<file path="config.mk">
export PLATFORM = sky130hd
export DESIGN_NAME = row_seq_driver
export DESIGN_NICKNAME = d
export VERILOG_FILES = /design/src/rtl/row_seq_pkg.sv /design/src/rtl/row_addr_onehot.sv /design/src/rtl/row_seq_driver.sv
export SDC_FILE = /design/constraint.sdc
export NUM_CORES = 1
export LEC_CHECK = 0
export CORE_ASPECT_RATIO = 0.6
export CORE_MARGIN = 4
export CORE_UTILIZATION = 50
export CTS_CLUSTER_DIAMETER = 40
export DETAILED_ROUTE_END_ITERATION = 6
export PLACE_DENSITY = 0.75
export SETUP_SLACK_MARGIN = 0.15
export SLEW_MARGIN = 20
export SYNTH_ARGS = -nofsm -noshare
export SYNTH_HDL_FRONTEND = slang
export SYNTH_HIERARCHICAL = 1
export SYNTH_SLANG_ARGS = --single-unit
</file>
<file path="constraint.sdc">
create_clock -name clk -period 2 [get_ports clk]
set_input_delay 0.4 -clock clk [delete_from_list [all_inputs] [get_ports clk]]
set_output_delay 0.4 -clock clk [all_outputs]
set_load 0.005 [all_outputs]
</file>
<file path="src/rtl/row_seq_pkg.sv">
// row_seq_pkg: shared types for the sequenced wordline driver.
// Latency: n/a (types and helpers only).
// Backpressure: n/a.
// Contents: row_mode_t (operation encoding), row_state_t (FSM states), max2().
package row_seq_pkg;

   typedef enum logic [1:0] {
      MODE_MAC  = 2'b00,
      MODE_CAM  = 2'b01,
      MODE_WR   = 2'b10,
      MODE_RSVD = 2'b11
   } row_mode_t;

   typedef enum logic [1:0] {
      IDLE  = 2'b00,
      PRE   = 2'b01,
      PULSE = 2'b10,
      DONE  = 2'b11
   } row_state_t;

   function automatic int max2(input int a, input int b);
      return (a > b) ? a : b;
   endfunction

endpackage

</file>
<file path="src/rtl/row_addr_onehot.sv">
// row_addr_onehot: combinational row address to one-hot row select decoder.
// Latency: 0 cycles (pure combinational).
// Backpressure: none.
// Ports: i_addr (ADDR_W) row index in; o_onehot (ROWS) one-hot row select out.
module row_addr_onehot #(
   parameter int ROWS   = 4,
   parameter int ADDR_W = $clog2(ROWS)
) (
   input  logic [ADDR_W-1:0] i_addr,
   output logic [ROWS-1:0]   o_onehot
);

   // ROWS is a power of two, so every address value selects a real row.
   always_comb begin
      o_onehot         = '0;
      o_onehot[i_addr] = 1'b1;
   end

endmodule

</file>
<file path="src/rtl/row_seq_driver.sv">
// row_seq_driver: sequenced WL/WLB driver for the CIM/CAM array (precharge, pulse, done).
// Latency: accept at edge T -> precharge T+1..T+PRE_CYC, WL for PULSE_CYC cycles, done one cycle later.
// Backpressure: req_ready high only in IDLE; requests while busy are ignored, never queued.
// Ports: clk, rst_n (sync, active-low); req_valid/req_ready/req_mode/req_addr/req_data request;
//        WL/WLB wordlines, precharge_en, busy, done, err (all registered).
// Build option: define ROW_SEQ_MULTIROW_EN to drive WL from the captured req_data mask on MAC read.
module row_seq_driver
   import row_seq_pkg::*;
#(
   parameter int ROWS      = 4,
   parameter int ADDR_W    = $clog2(ROWS),
   parameter int PRE_CYC   = 1,
   parameter int PULSE_CYC = 2
) (
   input  logic              clk,
   input  logic              rst_n,
   input  logic              req_valid,
   output logic              req_ready,
   input  logic [1:0]        req_mode,
   input  logic [ADDR_W-1:0] req_addr,
   input  logic [ROWS-1:0]   req_data,
   output logic [ROWS-1:0]   WL,
   output logic [ROWS-1:0]   WLB,
   output logic              precharge_en,
   output logic              busy,
   output logic              done,
   output logic              err
);

   // Counter holds "cycles remaining minus one" in the current phase, so it
   // never needs to represent more than max(PRE_CYC, PULSE_CYC).
   localparam int CNT_W = $clog2(max2(PRE_CYC, PULSE_CYC) + 1);
   localparam logic [CNT_W-1:0] PRE_LD   = (PRE_CYC > 0) ? CNT_W'(PRE_CYC - 1) : '0;
   localparam logic [CNT_W-1:0] PULSE_LD = CNT_W'(PULSE_CYC - 1);

   row_state_t        r_state;
   row_state_t        w_state_nxt;
   logic [CNT_W-1:0]  r_cnt;
   logic [CNT_W-1:0]  w_cnt_nxt;

   row_mode_t         r_mode;
   logic [ADDR_W-1:0] r_addr;
   logic [ROWS-1:0]   r_data;

   logic              r_ready;
   logic              r_busy;
   logic              r_pre;
   logic              r_done;
   logic              r_err;
   logic [ROWS-1:0]   r_wl;
   logic [ROWS-1:0]   r_wlb;

   logic              w_accept;
   row_mode_t         w_mode;
   logic [ADDR_W-1:0] w_addr;
   logic [ROWS-1:0]   w_data;
   logic [ROWS-1:0]   w_onehot;
   logic [ROWS-1:0]   w_wl_op;
   logic [ROWS-1:0]   w_wlb_op;

   assign w_accept = req_valid && r_ready;

   // Outputs are registered from the next state, so with PRE_CYC=0 the pulse
   // starts on the accept edge itself; the operand in flight on that edge is
   // the one being captured, afterwards it is the captured copy.
   always_comb begin
      w_mode = r_mode;
      w_addr = r_addr;
      w_data = r_data;
      if (w_accept) begin
         w_mode = row_mode_t'(req_mode);
         w_addr = req_addr;
         w_data = req_data;
      end
   end

   row_addr_onehot #(
      .ROWS   (ROWS),
      .ADDR_W (ADDR_W)
   ) u_onehot (
      .i_addr   (w_addr),
      .o_onehot (w_onehot)
   );

   // Wordline pattern applied while in PULSE.
   always_comb begin
      w_wl_op  = '0;
      w_wlb_op = '0;
      case (w_mode)
         MODE_MAC: begin
`ifdef ROW_SEQ_MULTIROW_EN
            w_wl_op = w_data;
`else
            w_wl_op = w_onehot;
`endif
         end
         MODE_CAM: begin
            w_wl_op  = w_data;
            w_wlb_op = ~w_data;
         end
         MODE_WR: begin
            w_wl_op  = w_onehot;
            w_wlb_op = w_onehot;
         end
         default: ;
      endcase
   end

   // Next-state and phase counter.
   always_comb begin
      w_state_nxt = r_state;
      w_cnt_nxt   = r_cnt;
      case (r_state)
         IDLE: begin
            if (w_accept) begin
               if (w_mode == MODE_RSVD) begin
                  w_state_nxt = DONE;
               end else if (PRE_CYC > 0) begin
                  w_state_nxt = PRE;
                  w_cnt_nxt   = PRE_LD;
               end else begin
                  w_state_nxt = PULSE;
                  w_cnt_nxt   = PULSE_LD;
               end
            end
         end
         PRE: begin
            if (r_cnt == '0) begin
               w_state_nxt = PULSE;
               w_cnt_nxt   = PULSE_LD;
            end else begin
               w_cnt_nxt = r_cnt - CNT_W'(1);
            end
         end
         PULSE: begin
            if (r_cnt == '0) begin
               w_state_nxt = DONE;
            end else begin
               w_cnt_nxt = r_cnt - CNT_W'(1);
            end
         end
         DONE:    w_state_nxt = IDLE;
         default: w_state_nxt = IDLE;
      endcase
   end

   always_ff @(posedge clk) begin
      if (!rst_n) begin
         r_state <= IDLE;
         r_cnt   <= '0;
         r_mode  <= MODE_MAC;
         r_addr  <= '0;
         r_data  <= '0;
         r_ready <= 1'b1;
         r_busy  <= 1'b0;
         r_pre   <= 1'b0;
         r_done  <= 1'b0;
         r_err   <= 1'b0;
         r_wl    <= '0;
         r_wlb   <= '0;
      end else begin
         r_state <= w_state_nxt;
         r_cnt   <= w_cnt_nxt;
         if (w_accept) begin
            r_mode <= row_mode_t'(req_mode);
            r_addr <= req_addr;
            r_data <= req_data;
         end
         r_ready <= (w_state_nxt == IDLE);
         r_busy  <= (w_state_nxt != IDLE);
         r_pre   <= (w_state_nxt == PRE);
         r_done  <= (w_state_nxt == DONE);
         r_err   <= (w_state_nxt == DONE) && (w_mode == MODE_RSVD);
         r_wl    <= (w_state_nxt == PULSE) ? w_wl_op  : '0;
         r_wlb   <= (w_state_nxt == PULSE) ? w_wlb_op : '0;
      end
   end

   assign req_ready    = r_ready;
   assign busy         = r_busy;
   assign precharge_en = r_pre;
   assign done         = r_done;
   assign err          = r_err;
   assign WL           = r_wl;
   assign WLB          = r_wlb;

endmodule

</file>
==> qor.txt <==
pin count of the biggest net entering global routing = 16
number of different library cells in the post-synthesis netlist = 27
Clk Tree Root Cell = clkbuf_8
number of diodes added for antenna fixing = 0
Worst Path Arrival = 2010 ps
share of final-layout standard cells stronger than drive strength 1 = 27.7%
count of unresolved DRC violations after routing = 0
portion of the post-synthesis area used by sequential elements = 41.4%
number of levels in the clock H-tree = 1
path category of the worst min-delay check = flip-flop to flip-flop
kind of critical path = input pin to flip-flop
final setup violation count = 0
DP Worst Slack = -441 ps
met3 wire length = 149 um
deepest clock path buffer count = 2
final worst slack = 162 ps
commonest cells after routing, fill and taps aside = dfxtp_1, clkdlybuf4s50_1, buf_4, ha_1
filler cell count in the final layout = 158
Synth Area per Inst = 10.3 um2
top cell type's share of synthesized area = 41.4%
measured slew at the worst slew-check pin = 365 ps
buffers added on ports = 23
Chip Width = 71.5 um
post-synth design cell area = 1210 um2
signed area change from the synthesized netlist to the final layout = 36.9%
Slew Limit Headroom = 75.6%
vias = 942
wire length on met2 = 1220 um
total global routing overflow = 0
Max rail drop VDD = 0.000898 V
final weighted congestion of routability-driven global placement = 0.840
worst-case clock skew = 2.63 ps
Synthesized Nets = 139
count of mapped cells out of synthesis = 117
Via-to-Cell Ratio = 5.09
Post-Route Utilization = 74.2%
starting density of the core = 54.2%
met1 routed wirelength after detailed routing = 1310 um
launch point of the worst hold path = r_cnt[1]
Pre-antenna DRT Iters = 4
fin cells = 185
remaining antenna violation count = 0
Post-Layout Inst Area = 1650 um2
endpoint required time on the critical path = 2170 ps
maximum fanout along the worst path = 4
Clk Latency, worst-skew pair = 270 ps
unrepaired setup endpoints after global routing = no
row cnt = 13
first-pass GRT wire length = 4040 um
number of antenna violations at the first check in global routing = 0
highest routing layer actually used = met4
endpoint class of the critical path = flip-flop
Die Ht = 46.1 um
clock tree from TritonCTS = done
number of maximum-capacitance violations = 0
power density normalized to cell area = 1220 nW/um2
Leak = 0.677 nW
DRC violation total after the first TritonRoute iteration = 46
startpoint of the lowest-slack register-to-register path = req_ready
Hold Vio Cnt, Final = 0
clock slew at reported path FFs = 90 ps
status = finished clean
net total in the final layout = 178
GRT Util Overall = 16.7%
leading cell type in the layout, fill and taps excluded = dfxtp_1
cell-by-cell listing of the critical path = dlygate4sd2_1 -> nand2_4 -> mux2i_2 -> inv_2 -> ha_4 -> nand3_1 -> a32oi_2 -> buf_4 -> and3_2 -> and2_1
first element of the critical path = req_valid
max-slew violation count = 0
hold-fix buffer count after cts = 0
number of clock sinks seen by CTS = 25
detail-routed net length per standard cell = 14.6 um
number of top-level pins = 24
peak clock frequency supported by timing = 0.544 GHz
final critical path time including I/O delays and setup = 1840 ps
crit path max-delay cell type = dlygate4sd2_1
number of global-route vias before repair = 837
Setup TNS = 0 ps
Synthesis Warnings = 6
Core Area = 2230 um2
dpl cells = 179
total placed instance area = 1550 um2
Die Footprint = 3290 um2
number of storage elements in the synthesis netlist = 25
delay of the slowest cell on the worst path = 270 ps
biggest area consumer among synthesized cells = dfxtp_1
cell types with the largest area share after synthesis = dfxtp_1, ha_1, nor3_2
total CTS buffers = 3
Detail Placement HPWL = 2050 um
period utilisation layout = 91.9%
startpoint type of the worst setup path = input pin
wirelength, routed = 2710 um
synth_stat cells, drive strengths merged:
| cell type | n |
|---|---|
| dfxtp | 25 |
| inv | 9 |
| nand2 | 7 |
| a22oi | 4 |
| nor2 | 5 |
| nor2b | 7 |
| and3 | 1 |
| buf | 1 |
| clkbuf | 1 |
| or2b | 2 |
| nand2b | 4 |
| and2b | 1 |
| mux2i | 8 |
| nand3 | 4 |
| ha | 11 |
| a21bo | 1 |
| a32oi | 2 |
| a21oi | 1 |
| a2bb2oi | 4 |
| mux2 | 2 |
| and2 | 5 |
| o21ai | 4 |
| nor3 | 8 |
metrics by stage:
step           hold WS, ps  power (mW)
6_report               502        2.02
2_1_floorplan          455        1.29
3_5_place_dp           493        1.60
5_1_grt                529        2.13
3_3_place_gp           469        1.57
4_1_cts                508        1.95
repair_timing:
item | 4_1_cts | 5_1_grt
setup endpoints to repair | 13 | 12
setup buffers | 1 | 1
resized for setup | 5 | 9
pin swaps | 1 | 0
flip-flops by register name (all words and copies together) (netlist names):
register / count
WLB: 4
r_mode: 2
r_addr: 2
WL: 4
err: 1
req_ready: 1
r_cnt: 2
precharge_en: 1
busy: 1
done: 1
r_state: 2
r_data: 4
layout make-up:
type	count	area, um2	area share, %
clock inverter	1	7.51	0.454
inverter	9	33.8	2.04
sequential	25	505	30.6
clock buffer	3	41.3	2.50
timing repair buffer	36	325	19.7
tap	30	37.5	2.27
multi-input combinational	81	703	42.5
report_power, final:
group	total [mW]	leakage (nW)	switching, mW	internal, mW
sequential	0.671	0.205	0.0671	0.604
clock	0.304	0.0217	0.163	0.141
combinational	1.04	0.451	0.531	0.511
total	2.02	0.677	0.761	1.26
critical path: cells and delay by family:
family,cells,cell delay (ps)
muxes,1,270
buffers and inverters,3,500
adders and majority gates,1,170
and+or+nand+nor,4,540
AOI/OAI and AO/OA,1,120
kinds of logic after synthesis:
| logic type | Yosys count | share of synthesized area [%] |
|---|---|---|
| compound gates | 16 | 10.4 |
| flops | 25 | 41.4 |
| mux | 10 | 9.52 |
| buf+inv | 11 | 4.04 |
| fa+ha+maj | 11 | 11.4 |
| simple gates | 44 | 23.3 |
path summary, 6_finish.rpt:
check | endpoint | slack [ps] | depth (start not counted)
max reg2reg | err | 200 | 9
min | r_cnt[1] | 500 | 2
min reg2reg | r_cnt[1] | 500 | 2
max | err | 160 | 10
metal layers:
layer	vias up	track usage, %
met4	0	4.49
met3	6	5.45
li1	473	-
met2	28	27.2
met5	-	0
met1	435	21.6
No activity file was read; power rests on OpenSTA's default activity.
